===== src/rtl/dsp_seq_pkg.sv =====
// Shared types and OPMODE constants for the DSP slice MAC sequencer.
package dsp_seq_pkg;

  typedef enum logic [2:0] {
    S_IDLE  = 3'd0,
    S_CLEAR = 3'd1,
    S_FEED  = 3'd2,
    S_DRAIN = 3'd3,
    S_DONE  = 3'd4
  } state_t;

  localparam logic [7:0] OPM_MUL     = 8'h01;  // X=M, Z=0
  localparam logic [7:0] OPM_MAC     = 8'h09;  // X=M, Z=P
  localparam logic [7:0] OPM_OFF     = 8'h00;
  localparam int         OPM_SUB_BIT = 7;

  // OPMODE is only meaningful while the P register is enabled; park it at 0 otherwise.
  function automatic logic [7:0] opmode_sel(input logic ce_p, input logic first, input logic sub);
    logic [7:0] o;
    o = first ? OPM_MUL : OPM_MAC;
    o[OPM_SUB_BIT] = sub;
    return ce_p ? o : OPM_OFF;
  endfunction

endpackage


===== src/rtl/dsp_seq_token_pipe.sv =====
// Two-stage valid/first token shift tracking operands through the A/B and M registers.
module dsp_seq_token_pipe (
  input  logic clk,
  input  logic Reset,
  input  logic flush,
  input  logic accept,
  input  logic first,
  output logic ce_m,
  output logic ce_p,
  output logic p_first
);

  logic v_ab, f_ab, v_m, f_m;

  always_ff @(posedge clk or posedge Reset) begin
    if (Reset) begin
      v_ab <= 1'b0;
      f_ab <= 1'b0;
      v_m  <= 1'b0;
      f_m  <= 1'b0;
    end else if (flush) begin
      v_ab <= 1'b0;
      f_ab <= 1'b0;
      v_m  <= 1'b0;
      f_m  <= 1'b0;
    end else begin
      v_ab <= accept;
      f_ab <= accept & first;
      v_m  <= v_ab;
      f_m  <= f_ab;
    end
  end

  assign ce_m    = v_ab;
  assign ce_p    = v_m;
  assign p_first = f_m;

endmodule


===== src/rtl/dsp_mac_sequencer.sv =====
// Sequences a DSP48A1-style slice through an N-term multiply-accumulate.
// Build option: DSP_SEQ_SUBTRACT_EN adds a 'sub' input that turns the run into P = 0 - sum(M).
module dsp_mac_sequencer
  import dsp_seq_pkg::*;
#(
  parameter int LEN_W = 8
) (
  input  logic             clk,
  input  logic             Reset,
  input  logic             start,
  input  logic [LEN_W-1:0] len,
  input  logic             abort,
`ifdef DSP_SEQ_SUBTRACT_EN
  input  logic             sub,
`endif
  input  logic             in_valid,
  output logic             in_ready,
  output logic             ce_ab,
  output logic             ce_m,
  output logic             ce_p,
  output logic             rst_p,
  output logic [7:0]       opmode,
  output logic             busy,
  output logic             done,
  output logic [2:0]       dbg_state
);

  // Handshake: an operand pair transfers in any cycle where in_valid and in_ready
  // are both high; in_ready depends only on state and abort, never on in_valid.

  state_t           state;
  logic [LEN_W-1:0] len_q;
  logic [LEN_W-1:0] count;
  logic [LEN_W-1:0] count_nxt;
  logic             sub_q;
  logic             accept;
  logic             p_first;

  assign in_ready  = (state == S_FEED) & ~abort;
  assign accept    = in_ready & in_valid;
  assign ce_ab     = accept;
  assign count_nxt = count + LEN_W'(1);

  always_ff @(posedge clk or posedge Reset) begin
    if (Reset) begin
      state <= S_IDLE;
      len_q <= '0;
      count <= '0;
    end else if (abort) begin
      state <= S_IDLE;
    end else begin
      case (state)
        S_IDLE: begin
          if (start) begin
            len_q <= len;
            count <= '0;
            state <= S_CLEAR;
          end
        end
        S_CLEAR: state <= (len_q != '0) ? S_FEED : S_DONE;
        S_FEED: begin
          if (accept) begin
            count <= count_nxt;
            if (count_nxt == len_q) state <= S_DRAIN;
          end
        end
        // Once the A/B stage is empty, the last P update happens this cycle.
        S_DRAIN: if (!ce_m) state <= S_DONE;
        S_DONE:  state <= S_IDLE;
        default: state <= S_IDLE;
      endcase
    end
  end

`ifdef DSP_SEQ_SUBTRACT_EN
  always_ff @(posedge clk or posedge Reset) begin
    if (Reset) begin
      sub_q <= 1'b0;
    end else if (!abort && state == S_IDLE && start) begin
      sub_q <= sub;
    end
  end
`else
  assign sub_q = 1'b0;
`endif

  dsp_seq_token_pipe u_pipe (
    .clk     (clk),
    .Reset   (Reset),
    .flush   (abort),
    .accept  (accept),
    .first   (count == '0),
    .ce_m    (ce_m),
    .ce_p    (ce_p),
    .p_first (p_first)
  );

  assign opmode    = opmode_sel(ce_p, p_first, sub_q);
  assign rst_p     = (state == S_CLEAR);
  assign busy      = (state != S_IDLE);
  assign done      = (state == S_DONE);
  assign dbg_state = state;

endmodule


===== config.mk =====
export PLATFORM = sky130hd
export DESIGN_NAME = dsp_mac_sequencer
export DESIGN_NICKNAME = d
export VERILOG_FILES = /design/src/rtl/dsp_seq_pkg.sv /design/src/rtl/dsp_seq_token_pipe.sv /design/src/rtl/dsp_mac_sequencer.sv
export SDC_FILE = /design/constraint.sdc
export NUM_CORES = 1
export LEC_CHECK = 0
export ABC_AREA = 1
export BUFFER_PORTS_ARGS = -buffer_cell sky130_fd_sc_hd__buf_2
export CELL_PAD_IN_SITES_DETAIL_PLACEMENT = 0
export CELL_PAD_IN_SITES_GLOBAL_PLACEMENT = 1
export CORE_AREA = 4 4 65 67
export DETAILED_ROUTE_END_ITERATION = 16
export DIE_AREA = 0 0 69 71
export PLACE_DENSITY_LB_ADDON = 0.08
export SLEW_MARGIN = 20
export SYNTH_ARGS = -nofsm -noshare
export SYNTH_HDL_FRONTEND = slang
export SYNTH_SLANG_ARGS = --single-unit

===== constraint.sdc =====
create_clock -name clk -period 1.72 [get_ports clk]
set_input_delay 0.172 -clock clk [delete_from_list [all_inputs] [get_ports clk]]
set_output_delay 0.172 -clock clk [all_outputs]
set_load 0.02 [all_outputs]

* After elaboration in Yosys (flattened, before gate mapping) *
Cells that the tools add are included.

word-level totals
  memories kept = 0
  flip-flop bits (word level) = 23
  bits in latches = 0
  ROM bits = 0
  bits in writable memories = 0

cells by class
  bitwise logic cells = 4
  reductions and logical operators = 8
  multipliers = 0
  div/mod/pow operators = 0
  multiplexer cells = 16
  magnitude comparators = 0
  add/subtract/negate cells = 1
  shifts and indexed selects = 0
  eq/ne operators = 11

operators with widths
  cell                                            number
  two-way mux 3 bit                               6
  two-way mux 8 bit                               2
  case mux 8 bit (2 select lines)                 1
  case mux 3 bit (4 select lines)                 1
  adder 8 x 1 -> 8 bit (second input constant)    1
  == test 8 bit                                   1
  zero test 8 bit                                 1
  two-way mux 4 bit                               2
  AND reduction 4 bit                             2
  nonzero test 8 bit                              1
  == test 3 x 2 -> 1 bit (second input constant)  2
  != test 3 x 2 -> 1 bit (second input constant)  2
  != test 3 bit (second input constant)           2
  two-way mux 1 bit                               4
  bitwise AND 1 bit                               3
  == test 3 x 1 -> 1 bit (second input constant)  1
  == test 3 bit (second input constant)           1
  zero test 3 bit                                 1
  AND reduction 3 bit                             1
  nonzero test 3 bit                              1
  != test 2 x 1 -> 1 bit (second input constant)  1
  != test 2 bit (second input constant)           1
  nonzero test 2 bit                              1
  NOT 1 bit                                       1

* Logic depth before layout (Yosys ltp) *
  word-level depth = 6
  gate-level depth with buffers = 13
  depth with buffers taken out = 13

* Hierarchy *
Synthesis repeated with hierarchy kept, for this count alone.

second synthesis, totals
  cell total of the unflattened synthesis = 188
  area total of the unflattened synthesis = 1,406.3 um^2

by module, submodules not included
  module              instances  area an instance (um^2)  cells an instance  sequential area each (um^2)
  dsp_mac_sequencer   1          1,270.0                  175                475.5
  dsp_seq_token_pipe  1          136.4                    13                 100.1

* Least setup slack after synthesis *
No wires, ideal clock.

  kind = register to register
  start point = register state[0], in the netlist dbg_state[0]
  end point = register count[1]
  setup slack = 0.169 ns
  arrival = 1.420 ns
  required time = 1.589 ns
  buffers on the path = 0
  clock period less this slack = 1.551 ns
  cell stages (with the launch flop) = 9
  library setup time = 0.131 ns
  path through = dfrtp_1 > inv_1 > nand2_1 > nor2_2 > nand2_2 > nor2_4 > inv_2 > a21oi_4 > o22ai_1

between the ends
  cells in the longest elaborated chain, start to end = 5
  elaborated cells between the ends (all ways) = 9

RTL lines
  item                                     line                     text
  start, declared                          dsp_mac_sequencer.sv:31  state_t state;
  start signal, assigned                   dsp_mac_sequencer.sv:60  S_CLEAR: state <= (len_q != '0) ? S_FEED : S_DONE;
  == test 3 x 2 -> 1 bit                   dsp_mac_sequencer.sv:39  assign in_ready = (state == S_FEED) & ~abort;
  bitwise AND 1 bit                        dsp_mac_sequencer.sv:39
  bitwise AND 1 bit                        dsp_mac_sequencer.sv:40  assign accept = in_ready & in_valid;
  via ce_ab                                dsp_mac_sequencer.sv:18  output logic ce_ab,
  != test 2 x 1 -> 1 bit (no source line)  --
  AND reduction 4 bit (no source line)     --
  end signal, assigned                     dsp_mac_sequencer.sv:63  count <= count_nxt;
  end, declared                            dsp_mac_sequencer.sv:33  logic [LEN_W-1:0] count;

The timed path passes the listed nets, and every way through them passes these cells.
A chain may end at the register's enable or synchronous reset.

* Final worst setup path *
  start point = register state[0], in the netlist dbg_state[0]
  end point = output port ce_ab

between the ends
  cells in the longest elaborated chain, start to end = 3

RTL lines
  item                    line
  == test 3 x 2 -> 1 bit  dsp_mac_sequencer.sv:39
  bitwise AND 1 bit       dsp_mac_sequencer.sv:39
  bitwise AND 1 bit       dsp_mac_sequencer.sv:40
  end, declared           dsp_mac_sequencer.sv:18

Every way passes these cells.

==> reports/metrics.csv <==
metric,value,unit
total design power,1810,uW
status,"finished, final reports clean",
drt first-iter violations,86,
Peak Freq,624,MHz
first-pass GRT wire length,5220,um
CP required,1.55,ns
Root Driver,clkbuf_8,
Post-DP HPWL,2430,um
clk_lat worst skew,0.26,ns
hold path cells,2,
worst setup margin,0.117,ns
final setup vio count,0,
via count,1206,
area share of the largest cell type after synthesis,43.0,%
startpoint types,flip-flop,
crit-path cells,inv_2 -> nand2_2 -> nor2_4 -> nand2_2 -> nor2_4 -> buf_4 -> buf_4,
DP Worst Slack,0.0361,ns
largest net degree at the start of global routing,24,
CP max stage delay,0.42,ns
Synth area leaders,"dfrtp_1 43%, nand2_1 12%, inv_1 7.8%, nand3_1 5.6%, nor2_1 5.6%",
drt total wl,3220,um
WP data arrival,1.43,ns
row count,22,
period utilisation layout,93.2,%
worst path bufs/invs,3,
Vias/cell,4.59,
PwrDens,1080,nW/um^2
Die Ht,71,um
critical path class,reg -> out,
drt wl/cell,12.3,um
Initial Utilization,36.9,%
P&R area growth vs syn,25.2,%
maximum VDD drop,0.518,mV
grt ovf,0,
max-slew violation count,0,
GPL Wtd Cong,0.882,
"Max FO, Critical Path",3,
Levels on crit path,7,
Worst Clk Skew,0.00314,ns
Port Buffer Count,24,
Hold Slack,0.139,ns
slowest CP cell,dfrtp_1,
Placed Area,1510,um^2
Clock transition at path regs,0.08,ns
number of global-route vias before repair,1131,
Die W,69,um
"Seq/Total Area, Yosys",43.0,%
ANT cells,0,
Boundary Pins,31,
RSZ-0062 raised after global routing,yes,
full die area,4900,um^2
Core ar.,3630,um^2
final-report hold violation count,0,
share of cells above drive strength 1,29.3,%
Total GRT Usage,13.0,%
Num CTS Buffers,3,
synth warn,0,
maximum clock path buffer count,2,
initial antenna violation count,0,
Lkg Pwr,0.000858,uW
First-pass DRT Iterations,5,
antenna-violating nets left,0,
"Cell Area, Synth",1340,um^2
Tmin final,1.60,ns
placed instance count,255,
Synth Instances,182,
post-layout instance area,1680,um^2
kind of cell adding the most delay to the critical path,flip-flops,
number of nets in the layout,231,
synthesis-stage register bit count,23,
clk sink count,23,
CTS tree,done,
number of distinct library cells after synthesis,22,
Post-Layout Cell Count,263,
CP endpoint kind,primary output,
number of remaining DRC errors,0,
Mean Syn Cell Area,7.36,um^2
H-tree level count,1,
Hold Path Class,in -> reg,
max-cap viol count,0,
largest area contributor in the netlist,dfrtp_1,
Worst R2R Path Depth,12,
[what timing repair did]
item / 4_1_cts / 5_1_grt
resized for setup: 0 / 22
hold buffers: 1 / 0
buffers inserted: 0 / 3
hold endpoints to repair: 23 / 0
setup endpoints to repair: 0 / 7
[kinds of logic after synthesis]
kind of cell	share of synthesized area, %
adders and majority gates	1.87
DFF	43.0
buffers and inverters	13.0
muxes	1.68
other	0.280
AOI/OAI and AO/OA	9.99
and+or+nand+nor	30.3
[final timing paths]
kind                                                from                       end  slack, ns
worst max register to register      count[0]$_DFFE_PP0P_  dbg_state[1]$_DFFE_PP0P_       0.14
worst max-delay path            dbg_state[0]$_DFFE_PP0P_                     ce_ab       0.12
min in group asynchronous                          Reset  u_pipe.p_first$_DFF_PP0_       0.49
worst min register to register     u_pipe.f_ab$_DFF_PP0_  u_pipe.p_first$_DFF_PP0_       0.47
max in group asynchronous                          Reset      count[0]$_DFFE_PP0P_       0.98
worst min-delay path                              len[3]      len_q[3]$_DFFE_PP0P_       0.14
[cell type report]
cell class | count | area [um^2]
fillers | 380 | 1960
multi-input cells | 125 | 678
flip-flops and latches | 23 | 578
repair buffers | 32 | 198
inverters | 31 | 119
well taps | 48 | 60.1
clock buffers | 4 | 45.0
[per-layer routing]
metal / vias to the layer above / wire (um) / track usage, %
met3: 2 / 150 / 2.41
met4: 0 / 16 / 3.25
li1: 634 / - / -
met1: 546 / 1600 / 18.8
met5: - / 0 / 0
met2: 24 / 1460 / 20.0
[Yosys cell counts (all sizes together)]
library cell  number
o21ai              7
a21oi             10
nand2             44
buf                8
o22ai              6
nand3b             2
nor4               2
inv               31
ha                 2
dfrtp             23
conb               1
nand4              2
nand3             15
nor3               3
mux2               2
nor2              24
[power breakdown]
| part | total (uW) | leakage [uW] | switching (uW) | internal [uW] |
|---|---|---|---|---|
| registers | 784 | 0.000292 | 126 | 658 |
| logic | 692 | 0.000543 | 405 | 287 |
| clock network | 337 | 0.0000228 | 172 | 165 |
| total | 1810 | 0.000858 | 704 | 1110 |
[cells in the final DEF, fill, tap and decap left out, drive strengths merged]
cell type	n
a21oi	10
buf	31
clkbuf	4
conb	6
dfrtp	23
dlygate4sd3	1
ha	2
inv	31
mux2	2
nand2	44
nand3	15
nand3b	2
nand4	2
nor2	24
nor3	3
nor4	2
o21ai	7
o22ai	6
[sequential cells by signal, summed over array words and instances, names as in the netlist]
name and count:
u_pipe.ce_p 1, len_q 8, count 8, dbg_state 3
u_pipe.f_ab 1, u_pipe.p_first 1, u_pipe.ce_m 1
[metrics by stage]
stage / utilization [%] / TNS [ns]
after global routing: 46.2 / -0.0187
after floorplan: - / 0
after detailed placement: 41.6 / 0
final: 46.2 / 0
after global placement: 41.6 / 0
after CTS: 43.1 / 0
Note: power is estimated with default switching activity, not from simulation.
